==> config.mk <==
export PLATFORM = sky130hd
export DESIGN_NAME = stack_unit
export DESIGN_NICKNAME = d
export VERILOG_FILES = /design/src/rtl/stack_unit.sv
export SDC_FILE = /design/constraint.sdc
export NUM_CORES = 1
export LEC_CHECK = 0
export ABC_AREA = 1
export CELL_PAD_IN_SITES_DETAIL_PLACEMENT = 1
export CELL_PAD_IN_SITES_GLOBAL_PLACEMENT = 2
export CORE_UTILIZATION = 27
export CTS_BUF_LIST = sky130_fd_sc_hd__clkbuf_16
export CTS_CLUSTER_SIZE = 24
export DETAILED_ROUTE_END_ITERATION = 8
export PLACE_DENSITY = 0.95
export SYNTH_ARGS = -nofsm -noshare
export SYNTH_HDL_FRONTEND = slang
export SYNTH_SLANG_ARGS = --single-unit
export TNS_END_PERCENT = 30
==> constraint.sdc <==
create_clock -name clk -period 11.9 [get_ports clk]
set_input_delay 1.19 -clock clk [delete_from_list [all_inputs] [get_ports clk]]
set_output_delay 1.19 -clock clk [all_outputs]
set_load 0.01 [all_outputs]
==> src/rtl/stack_unit.sv <==
// Multi-cycle PUSH/POP/CALL/RET sequencer between the register-bank SP port and data memory.
// Define STACK_BOUNDS_CHECK_EN to enable overflow/underflow detection and the FAULT state.
module stack_unit #(
    parameter logic [31:0] SP_STEP      = 32'd1,
    parameter logic [31:0] STACK_TOP    = 32'd16,
    parameter logic [31:0] STACK_BOTTOM = 32'd0
) (
    input  logic        clk,
    input  logic        rst,
    input  logic        start,
    input  logic [1:0]  op,
    input  logic [31:0] sp_in,
    input  logic [31:0] push_data,
    input  logic [31:0] pc_next,
    output logic [31:0] mem_addr,
    output logic [31:0] mem_wdata,
    output logic        mem_we,
    output logic        mem_re,
    input  logic [31:0] mem_rdata,
    output logic [31:0] WriteDataSP,
    output logic        SPWrite,
    output logic [31:0] pop_data,
    output logic        pop_valid,
    output logic        ret_valid,
    output logic        busy,
    output logic        done,
    output logic        fault
);

    localparam logic [1:0] OP_PUSH = 2'b00;
    localparam logic [1:0] OP_POP  = 2'b01;
    localparam logic [1:0] OP_CALL = 2'b10;
    localparam logic [1:0] OP_RET  = 2'b11;

    typedef enum logic [2:0] {
        S_IDLE   = 3'd0,
        S_WRITE  = 3'd1,
        S_READ   = 3'd2,
        S_WAIT   = 3'd3,
        S_FINISH = 3'd4
`ifdef STACK_BOUNDS_CHECK_EN
        , S_FAULT = 3'd5
`endif
    } state_t;

    if (STACK_TOP <= STACK_BOTTOM) begin : g_bad_range
        $error("stack_unit: STACK_TOP must be above STACK_BOTTOM");
    end

    state_t      state_q, state_d;
    logic [1:0]  op_q, op_d;
    logic [31:0] sp_q, sp_d;
    logic [31:0] data_q, data_d;
    logic [31:0] new_sp_q, new_sp_d;
    logic [31:0] pop_data_q, pop_data_d;

`ifdef STACK_BOUNDS_CHECK_EN
    logic bounds_viol;
    // op[0]==0 selects the writing ops (PUSH, CALL); unsigned compares throughout
    assign bounds_viol = op[0] ? (sp_in >= STACK_TOP)
                               : (sp_in < (STACK_BOTTOM + SP_STEP));
`endif

    always_ff @(posedge clk) begin
        if (!rst) begin
            state_q    <= S_IDLE;
            pop_data_q <= '0;
        end else begin
            state_q    <= state_d;
            pop_data_q <= pop_data_d;
        end
    end

    always_ff @(posedge clk) begin
        op_q     <= op_d;
        sp_q     <= sp_d;
        data_q   <= data_d;
        new_sp_q <= new_sp_d;
    end

    always_comb begin
        state_d    = state_q;
        op_d       = op_q;
        sp_d       = sp_q;
        data_d     = data_q;
        new_sp_d   = new_sp_q;
        pop_data_d = pop_data_q;
        case (state_q)
            S_IDLE: begin
                if (start) begin
                    op_d   = op;
                    sp_d   = sp_in;
                    data_d = (op == OP_CALL) ? pc_next : push_data;
                    state_d = op[0] ? S_READ : S_WRITE;
`ifdef STACK_BOUNDS_CHECK_EN
                    if (bounds_viol) state_d = S_FAULT;
`endif
                end
            end
            S_WRITE: begin
                new_sp_d = sp_q - SP_STEP;
                state_d  = S_FINISH;
            end
            S_READ:  state_d = S_WAIT;
            S_WAIT: begin
                pop_data_d = mem_rdata;
                new_sp_d   = sp_q + SP_STEP;
                state_d    = S_FINISH;
            end
            S_FINISH: state_d = S_IDLE;
`ifdef STACK_BOUNDS_CHECK_EN
            S_FAULT:  state_d = S_IDLE;
`endif
            default:  state_d = S_IDLE;
        endcase
    end

    always_comb begin
        mem_addr    = '0;
        mem_wdata   = '0;
        mem_we      = 1'b0;
        mem_re      = 1'b0;
        WriteDataSP = '0;
        SPWrite     = 1'b0;
        pop_valid   = 1'b0;
        ret_valid   = 1'b0;
        done        = 1'b0;
        fault       = 1'b0;
        case (state_q)
            S_WRITE: begin
                mem_we    = 1'b1;
                mem_addr  = sp_q - SP_STEP;
                mem_wdata = data_q;
            end
            S_READ: begin
                mem_re   = 1'b1;
                mem_addr = sp_q;
            end
            S_FINISH: begin
                SPWrite     = 1'b1;
                WriteDataSP = new_sp_q;
                done        = 1'b1;
                pop_valid   = (op_q == OP_POP);
                ret_valid   = (op_q == OP_RET);
            end
`ifdef STACK_BOUNDS_CHECK_EN
            S_FAULT: begin
                done  = 1'b1;
                fault = 1'b1;
            end
`endif
            default: ;
        endcase
    end

    assign pop_data = pop_data_q;
    assign busy     = (state_q != S_IDLE);

    // OP_PUSH is kept for readability of the encoding table
    logic unused_op_push;
    assign unused_op_push = (OP_PUSH == 2'b00);

endmodule
==> impl_results.html <==
<table>
<tr><th>Metric</th><th>Value</th></tr>
<tr><th colspan="2">Run status</th></tr>
<tr><td>Result of the run</td><td>finished clean</td></tr>
<tr><th colspan="2">Power</th></tr>
<tr><td>Comb pwr share</td><td>19.1%</td></tr>
<tr><td>Worst VDD drop</td><td>61.20 uV</td></tr>
<tr><td>Proportion of power drawn by flip-flops and latches</td><td>about two fifths</td></tr>
<tr><td>Sw Ratio</td><td>between 30% and 40%</td></tr>
<tr><td>Leakage component of the power</td><td>around 4.5 nW</td></tr>
<tr><td>Net Sw Power</td><td>0.0004318 W</td></tr>
<tr><td>Internal power consumption</td><td>~0.00096 W</td></tr>
<tr><td>Power Density</td><td>between 100 and 150 nW/um^2</td></tr>
<tr><td>Power share of the clock group</td><td>between 30% and 40%</td></tr>
<tr><th colspan="2">Yosys</th></tr>
<tr><td>Average instance area after synthesis</td><td>between 7 and 8 um^2</td></tr>
<tr><td>Total of warnings raised by yosys</td><td>0</td></tr>
<tr><td>Most used flip-flop cell after synthesis</td><td>edfxtp_1</td></tr>
<tr><td>Post-synth EDFFs</td><td>98</td></tr>
<tr><td>Share of the yosys chip area belonging to registers</td><td>47.43%</td></tr>
<tr><td>Synth Register Bits</td><td>133</td></tr>
<tr><td>Cell variety after synth</td><td>32</td></tr>
<tr><td>Synthesized instance count</td><td>998</td></tr>
<tr><td>Post-Syn Area</td><td>roughly 7700 um^2</td></tr>
<tr><td>Net Count, Synth</td><td>between 1,000 and 1,500</td></tr>
<tr><td>FFs w/ async S/R, synth</td><td>0%</td></tr>
<tr><th colspan="2">Cells and area</th></tr>
<tr><td>Layout overhead on the synthesized area</td><td>46.55%</td></tr>
<tr><td>Area taken by flip-flops and latches</td><td>approximately 3600 um^2</td></tr>
<tr><td>Ant. Diodes</td><td>0</td></tr>
<tr><td>Total area of multi-input combinational cells</td><td>approximately 3400 um^2</td></tr>
<tr><td>Share of cells above drive strength 1</td><td>8.931%</td></tr>
<tr><td>Final Net Count</td><td>around 1,400</td></tr>
<tr><td>Post-route cell area</td><td>between 10,000 and 15,000 um^2</td></tr>
<tr><td># fillers</td><td>about 3,300</td></tr>
<tr><th colspan="2">Detailed routing</th></tr>
<tr><td># DRC</td><td>0</td></tr>
<tr><td>Per-cell via count in the routed design</td><td>~4.5</td></tr>
<tr><td>Antenna viol nets, final</td><td>0</td></tr>
<tr><td>Wirelength per Cell</td><td>between 15 and 20 um</td></tr>
<tr><td>DR iter-0 viols</td><td>270</td></tr>
<tr><td>Total iterations of the first detailed-routing run</td><td>4</td></tr>
<tr><td>Via count</td><td>approximately 7,300</td></tr>
<tr><td>Total wire length after detailed routing</td><td>between 20,000 and 30,000 um</td></tr>
<tr><th colspan="2">Placement</th></tr>
<tr><td>Port-buffer cells</td><td>~270</td></tr>
<tr><td>Final RePlAce weighted congestion</td><td>approximately 0.85</td></tr>
<tr><td>Post-place instance area</td><td>10,640 um^2</td></tr>
<tr><td>Placed wire-length estimate</td><td>21,300 um</td></tr>
<tr><th colspan="2">Timing</th></tr>
<tr><td>RSZ-0062 raised after global routing</td><td>no</td></tr>
<tr><td>Number of setup violations in the final report</td><td>0</td></tr>
<tr><td>Aggregate negative setup slack</td><td>0 ns</td></tr>
<tr><td>Worst-Margin Slew</td><td>1.135 ns</td></tr>
<tr><td>Max_slew headroom</td><td>24.25%</td></tr>
<tr><td>Final clock skew</td><td>0.01632 ns</td></tr>
<tr><td>Fin. Hold Viols</td><td>0</td></tr>
<tr><td>Max frequency</td><td>227.6 MHz</td></tr>
<tr><td>Tmin final</td><td>4.394 ns</td></tr>
<tr><td>Part of the cycle the worst path needs</td><td>36.92%</td></tr>
<tr><td>Pins Over Slew Limit</td><td>0</td></tr>
<tr><th colspan="2">Global routing</th></tr>
<tr><td>First-pass GRT wire length</td><td>43,730 um</td></tr>
<tr><td>Initial antenna violation count</td><td>0</td></tr>
<tr><td>Congestion Overflow GR</td><td>0</td></tr>
<tr><td>Largest net degree at the start of global routing</td><td>67</td></tr>
<tr><td>Global router's overall resource usage</td><td>between 10% and 20%</td></tr>
<tr><td>Via count of the first global-routing pass</td><td>around 7,800</td></tr>
<tr><th colspan="2">Critical path</th></tr>
<tr><td>R2R cell count</td><td>10</td></tr>
<tr><td>Cells along the critical path</td><td>inv_2, nor2_2, buf_4, inv_2, nor2_2, buf_4, inv_2, o21ai_0, clkdlybuf4s50_1</td></tr>
<tr><td>Kind of start point of the critical path</td><td>flip-flop</td></tr>
<tr><td>Critical path's largest stage delay</td><td>between 0.5 and 0.6 ns</td></tr>
<tr><td>Reg2Reg Launch Point</td><td>state_q[0]$_SDFFE_PN0P_</td></tr>
<tr><td>Worst reg2reg endpoint</td><td>new_sp_q[4]$_DFFE_PP_</td></tr>
<tr><td>WP data arrival</td><td>between 3 and 4 ns</td></tr>
<tr><td>Slowest-stage cell, CP</td><td>clkdlybuf4s50_1</td></tr>
<tr><td>Setup CP Type</td><td>flip-flop to output port</td></tr>
<tr><td>Element type at the critical path end</td><td>output port</td></tr>
<tr><td>Most Frequent Cell on Critical Path</td><td>inv_2</td></tr>
<tr><td>Setup slack of the worst register-to-register path</td><td>8.83 ns</td></tr>
<tr><td>Critical-path maximum fanout</td><td>between 40 and 50</td></tr>
<tr><td>Required @ worst endpoint</td><td>roughly 11 ns</td></tr>
<tr><th colspan="2">Floorplan</th></tr>
<tr><td>Height of the die</td><td>about 170 um</td></tr>
<tr><td>Site row count</td><td>61</td></tr>
<tr><td>Total Die Area</td><td>roughly 30,000 um^2</td></tr>
<tr><td>Floorplan die width</td><td>~170 um</td></tr>
<tr><td>Starting utilization of the core area</td><td>27.58%</td></tr>
<tr><td>Area of the core</td><td>27,860 um^2</td></tr>
<tr><td>Ports placed on the boundary</td><td>269</td></tr>
<tr><th colspan="2">Clocking</th></tr>
<tr><td>Number of buffers inserted for hold repair after clock tree synthesis</td><td>0</td></tr>
<tr><td>Post-cts resize count</td><td>0</td></tr>
<tr><td>Largest buffer count on any clock path</td><td>2</td></tr>
<tr><td>Max H-tree Level</td><td>4</td></tr>
<tr><td>Clock Root Buffer</td><td>clkbuf_16</td></tr>
<tr><td>Count of buffers added by post-CTS timing repair for setup</td><td>0</td></tr>
<tr><td>Worst-skew pair later-pin latency</td><td>around 0.43 ns</td></tr>
<tr><td>CTS tree</td><td>built</td></tr>
<tr><td>Register clock-pin slew on the reported worst setup and hold paths</td><td>0.07 ns</td></tr>
<tr><td>Number of buffers inserted during clock tree synthesis</td><td>17</td></tr>
<tr><td>CTS sink count</td><td>roughly 130</td></tr>
<tr><th colspan="2">Hold path</th></tr>
<tr><td>Hold-critical path depth</td><td>2</td></tr>
<tr><td>Class of the tightest hold or removal check</td><td>flip-flop to flip-flop</td></tr>
<tr><td>Worst Min Path Start</td><td>state_q[0]$_SDFFE_PN0P_</td></tr>
<tr><td>Hold Crit Endpoint</td><td>state_q[2]$_SDFFE_PN0P_</td></tr>
<tr><th colspan="2">Flow run</th></tr>
<tr><td>Maximum Capacitance Violations</td><td>0</td></tr>
</table>
[power by group through the flow]
stage	clock network [W]	registers (W)	logic, W
CTS	0.000560	0.000577	0.000269
floorplan	0	0.000570	0.000138
finish	0.000546	0.000577	0.000265
global placement	0	0.000586	0.000263
detailed placement	0	0.000587	0.000267
global route	0.000575	0.000582	0.000291
[sequential cells by signal (all words and copies together), names as in the netlist]
register,cells
sp_q,32
new_sp_q,32
pop_data,32
state_q,3
data_q,32
op_q,2
[layer usage]
layer | vias to the layer above | GRT usage [%] | wire (um)
li1 | 3642 | - | -
met1 | 3467 | 23.10 | 11550
met2 | 184 | 35.31 | 14120
met3 | 40 | 5.320 | 1787
met4 | 0 | 6.933 | 686
met5 | - | 0 | 0
[cells by family (layout without fill, tap and decap cells)]
| family | after synthesis | after routing | share of synthesized area (%) |
|---|---|---|---|
| AND/OR/NAND/NOR | 553 | 553 | 29.80 |
| XOR/XNOR | 27 | 27 | 3.078 |
| other | 1 | 1 | 0.04881 |
| multiplexers | 32 | 32 | 4.691 |
| buffers and inverters | 162 | 418 | 8.779 |
| adder cells (fa/ha/maj) | 2 | 2 | 0.3257 |
| AO/OA/AOI/OAI | 88 | 88 | 5.847 |
| flip-flops | 133 | 133 | 47.43 |
[cells in the final DEF, fill, tap and decap left out, types with 2 or more instances in the layout]
cell / Yosys / routed
a21oi_1: 5 / 5
buf_4: 5 / 7
clkbuf_16: 0 / 17
clkdlybuf4s50_1: 0 / 267
clkinv_8: 0 / 6
dfxtp_1: 35 / 35
edfxtp_1: 98 / 98
ha_1: 2 / 2
inv_1: 107 / 107
inv_2: 5 / 5
inv_6: 0 / 4
inv_8: 0 / 4
mux2_2: 32 / 32
nand2_1: 243 / 243
nand2_2: 9 / 9
nand3_1: 38 / 38
nand4_1: 10 / 10
nor2_1: 226 / 225
nor2_2: 16 / 16
nor2_4: 7 / 8
o21ai_0: 48 / 48
o21ai_1: 29 / 29
o22ai_1: 4 / 4
xnor2_1: 2 / 2
xor2_1: 25 / 25
[synthesized netlist by cell type (14+ instances only)]
master    count  area, um^2
nand2_1     243       912.1
nor2_1      226       848.3
inv_1       107       401.6
edfxtp_1     98        2943
o21ai_0      48       240.2
nand3_1      38       190.2
dfxtp_1      35       700.7
mux2_2       32       360.4
o21ai_1      29       145.1
xor2_1       25       219.0
buf_2        22       110.1
nor2_2       16       100.1
clkbuf_1     14       52.55
[area by class of cell]
class	instances	area share (%)
Clock inverter	15	1.723
Tap cell	378	4.201
Clock buffer	17	3.779
Timing Repair Buffer	274	24.21
Inverter	112	3.734
Multi-Input combinational cell	703	30.00
Sequential cell	133	32.36
[critical path: cells and delay by family, from the launching register on]
family                 cells  cell delay (ns)
AO/OA/AOI/OAI              1             0.29
AND/OR/NAND/NOR            2             0.18
buffers and inverters      6             1.87
flip-flops                 1             0.38
[stage by stage]
step,cells,power (W),setup slack (ns),util (%),hold slack [ns]
after CTS,1632,0.001407,7.488,40.41,0.4850
final,1632,0.001388,7.506,40.41,0.4863
after floorplan,998,0.0007071,7.443,-,0.4443
after global routing,1632,0.001448,7.280,40.41,0.5139
after detailed placement,1600,0.0008548,7.958,38.19,0.4825
after global placement,1600,0.0008482,8.082,38.19,0.4662
[how the worst max path moves through the flow]
stage                                  from             endpoint  cells past startpoint
global route        state_q[0]$_SDFFE_PN0P_          mem_addr[9]                      9
detailed placement  state_q[0]$_SDFFE_PN0P_          mem_addr[3]                      9
finish              state_q[0]$_SDFFE_PN0P_          mem_addr[3]                      9
CTS                 state_q[0]$_SDFFE_PN0P_          mem_addr[3]                      9
global placement    state_q[0]$_SDFFE_PN0P_          mem_addr[3]                      9
floorplan                             start  data_q[0]$_DFFE_PP_                      2
Power figures use the tool's default switching activity.
==> edit: new RTL, config.mk and constraints unchanged <==
Encoding of `state_t`: now one-hot (5 bits for 5 states).
--- a/src/rtl/stack_unit.sv
+++ b/src/rtl/stack_unit.sv
@@ -33,10 +33,10 @@
     localparam logic [1:0] OP_RET  = 2'b11;
 
-    typedef enum logic [2:0] {
-        S_IDLE   = 3'd0,
-        S_WRITE  = 3'd1,
-        S_READ   = 3'd2,
-        S_WAIT   = 3'd3,
-        S_FINISH = 3'd4
+    typedef enum logic [4:0] {
+        S_IDLE   = 5'b00001,
+        S_WRITE  = 5'b00010,
+        S_READ   = 5'b00100,
+        S_WAIT   = 5'b01000,
+        S_FINISH = 5'b10000
 `ifdef STACK_BOUNDS_CHECK_EN
         , S_FAULT = 3'd5
Formal check against the unedited RTL: no difference found for any inputs over 10 cycles, from zero or initial values and one cycle with rst low; not proved beyond that.
==> edit against the original RTL <==
  * Wire length is 0.96% higher
  * Synthesized area is 0.50% higher
  * Final cell count is 1.4% higher
  * Power is 7.4% lower
  * Cell area is 0.69% higher
  * Setup slack better by 0.36 ns
  * Sequential cell count is 2 higher
  * Register-to-register slack better by 0.16 ns
  * Critical path type unchanged
  * Highest routed layer unchanged
==> edit: results (changes against the original RTL) <==
- P_leak: 0.00448 uW (was 0.00451 uW)
- Vias in the first global route: 7850 (was 7844)
- Share of cells above drive strength 1: 0.0822 (was 0.0893)
- Register area share after synthesis: 0.477 (was 0.474)
- Post-synthesis net count: 1151 (was 1133)
- Seq pwr: 565 uW (was 577 uW)
- First-pass GRT wire length: 43.5 mm (was 43.7 mm)
- CP Max Fanout: 18 (was 42)
- Worst slew pin tran: 1.11 ns (was 1.13 ns)
- R2R setup slack: 8.99 ns (was 8.83 ns)
- Total GRT Usage: 0.198 (was 0.200)
- Clock skew: 0.0160 ns (was 0.0163 ns)
- Avg Vias per Cell: 4.53 (was 4.49)
- PortBufs: 267 (unchanged)
- Status: completed (unchanged)
- HP Start: pop_data[19]$_SDFFE_PN0P_ (was state_q[0]$_SDFFE_PN0P_)
- Area contributors post-synth: edfxtp_1 38%, nand2_1 13%, nor2_1 11% (was edfxtp_1 38%, nand2_1 12%, nor2_1 11%)
- Routability congestion estimate: 0.869 (was 0.852)
- Cts repair resizes: 0 (unchanged)
- Met2 Use GR: 0.346 (was 0.353)
- Largest net degree at the start of global routing: 65 (was 67)
- Routed length on met2: 14.2 mm (was 14.1 mm)
- Clk root buf: clkbuf_16 (unchanged)
- DP Wirelength: 21.5 mm (was 21.3 mm)
- Routed met1 length: 11.9 mm (was 11.5 mm)
- Reg2reg end: new_sp_q[29]$_DFFE_PP_ (was new_sp_q[4]$_DFFE_PP_)
- WHS: 0.489 ns (was 0.486 ns)
- Fill cells: 3382 (was 3342)
- Synth Area in Adders: 0.00324 (was 0.00326)
- Met3 Use GR: 0.0555 (was 0.0532)
- Initial DRC Count: 347 (was 270)
- Synth cell count leaders: 269 x nand2_1, 235 x nor2_1, 110 x inv_1 (was 243 x nand2_1, 226 x nor2_1, 107 x inv_1)
- Post-synth ARST share: 0 (unchanged)
- Met3 Wirelength: 1.88 mm (was 1.79 mm)
- Hold EP: pop_data[19]$_SDFFE_PN0P_ (was state_q[2]$_SDFFE_PN0P_)
- Met1 Use GR: 0.236 (was 0.231)
- Int Pwr: 914 uW (was 956 uW)
- Total CTS buffers: 17 (unchanged)
- Combinational cell power: 164 uW (was 265 uW)
- Cell variety after synth: 30 (was 32)
- XOR/XNOR Fraction of Synth Area: 0.0295 (was 0.0308)
- Compound-Gate Fraction of Synth Area: 0.0515 (was 0.0585)
- Worst r2r src: state_q[0]$_SDFFE_PN1P_ (was state_q[0]$_SDFFE_PN0P_)
- Post-synthesis mux area share: 0.0467 (was 0.0469)
- Post-Route WL: 28.4 mm (was 28.1 mm)
- R2R cell count: 7 (was 10)
- Final Net Count: 1399 (was 1376)
- Max IR drop VDD: 0.0815 mV (was 0.0612 mV)
edit: changes by cell type after synthesis, sizes merged, moves of 3 or more:
cell and change:
a21oi -3, buf -3, inv +4, nand2 +23
nand3 -3, nand4 +3, nor4 +3, o21ai -7
edit: layout make-up:
| class | count | area (um^2) | share of cell area |
|---|---|---|---|
| inverters | 116 | 435 | 0.0384 |
| clock buffers | 18 | 450 | 0.0397 |
| multi-input cells | 719 | 3390 | 0.299 |
| clock inverters | 14 | 173 | 0.0152 |
| well taps | 378 | 473 | 0.0417 |
| repair buffers | 275 | 2730 | 0.241 |
| flip-flops and latches | 135 | 3680 | 0.325 |
edit: kinds of logic (layout without fill, tap and decap cells):
| logic type | after synthesis | count (layout) |
|---|---|---|
| and+or+nand+nor | 580 | 580 |
| muxes | 32 | 32 |
| xor gates and xnor gates | 26 | 26 |
| adders and majority gates | 2 | 2 |
| other | 1 | 1 |
| buffers and inverters | 162 | 423 |
| DFF | 135 | 135 |
| AOI/OAI and AO/OA | 78 | 78 |
edit: per-stage QoR:
| step | power [uW] | setup WS [ns] | std cells | area [um^2] |
|---|---|---|---|---|
| finish | 1290 | 7.86 | 1655 | 11300 |
| global placement | 734 | 8.35 | 1623 | 10700 |
| CTS | 1300 | 7.80 | 1655 | 11300 |
| floorplan | 651 | 7.39 | 1016 | 7720 |
| detailed placement | 740 | 8.28 | 1623 | 10700 |
| global route | 1340 | 7.65 | 1655 | 11300 |
edit: worst max path at each step:
stage	end	slack (ns)
3_3_place_gp	WriteDataSP[11]	8.35
2_1_floorplan	data_q[0]$_DFFE_PP_	7.39
5_1_grt	WriteDataSP[11]	7.65
3_5_place_dp	WriteDataSP[11]	8.28
4_1_cts	WriteDataSP[11]	7.80
6_report	WriteDataSP[11]	7.86
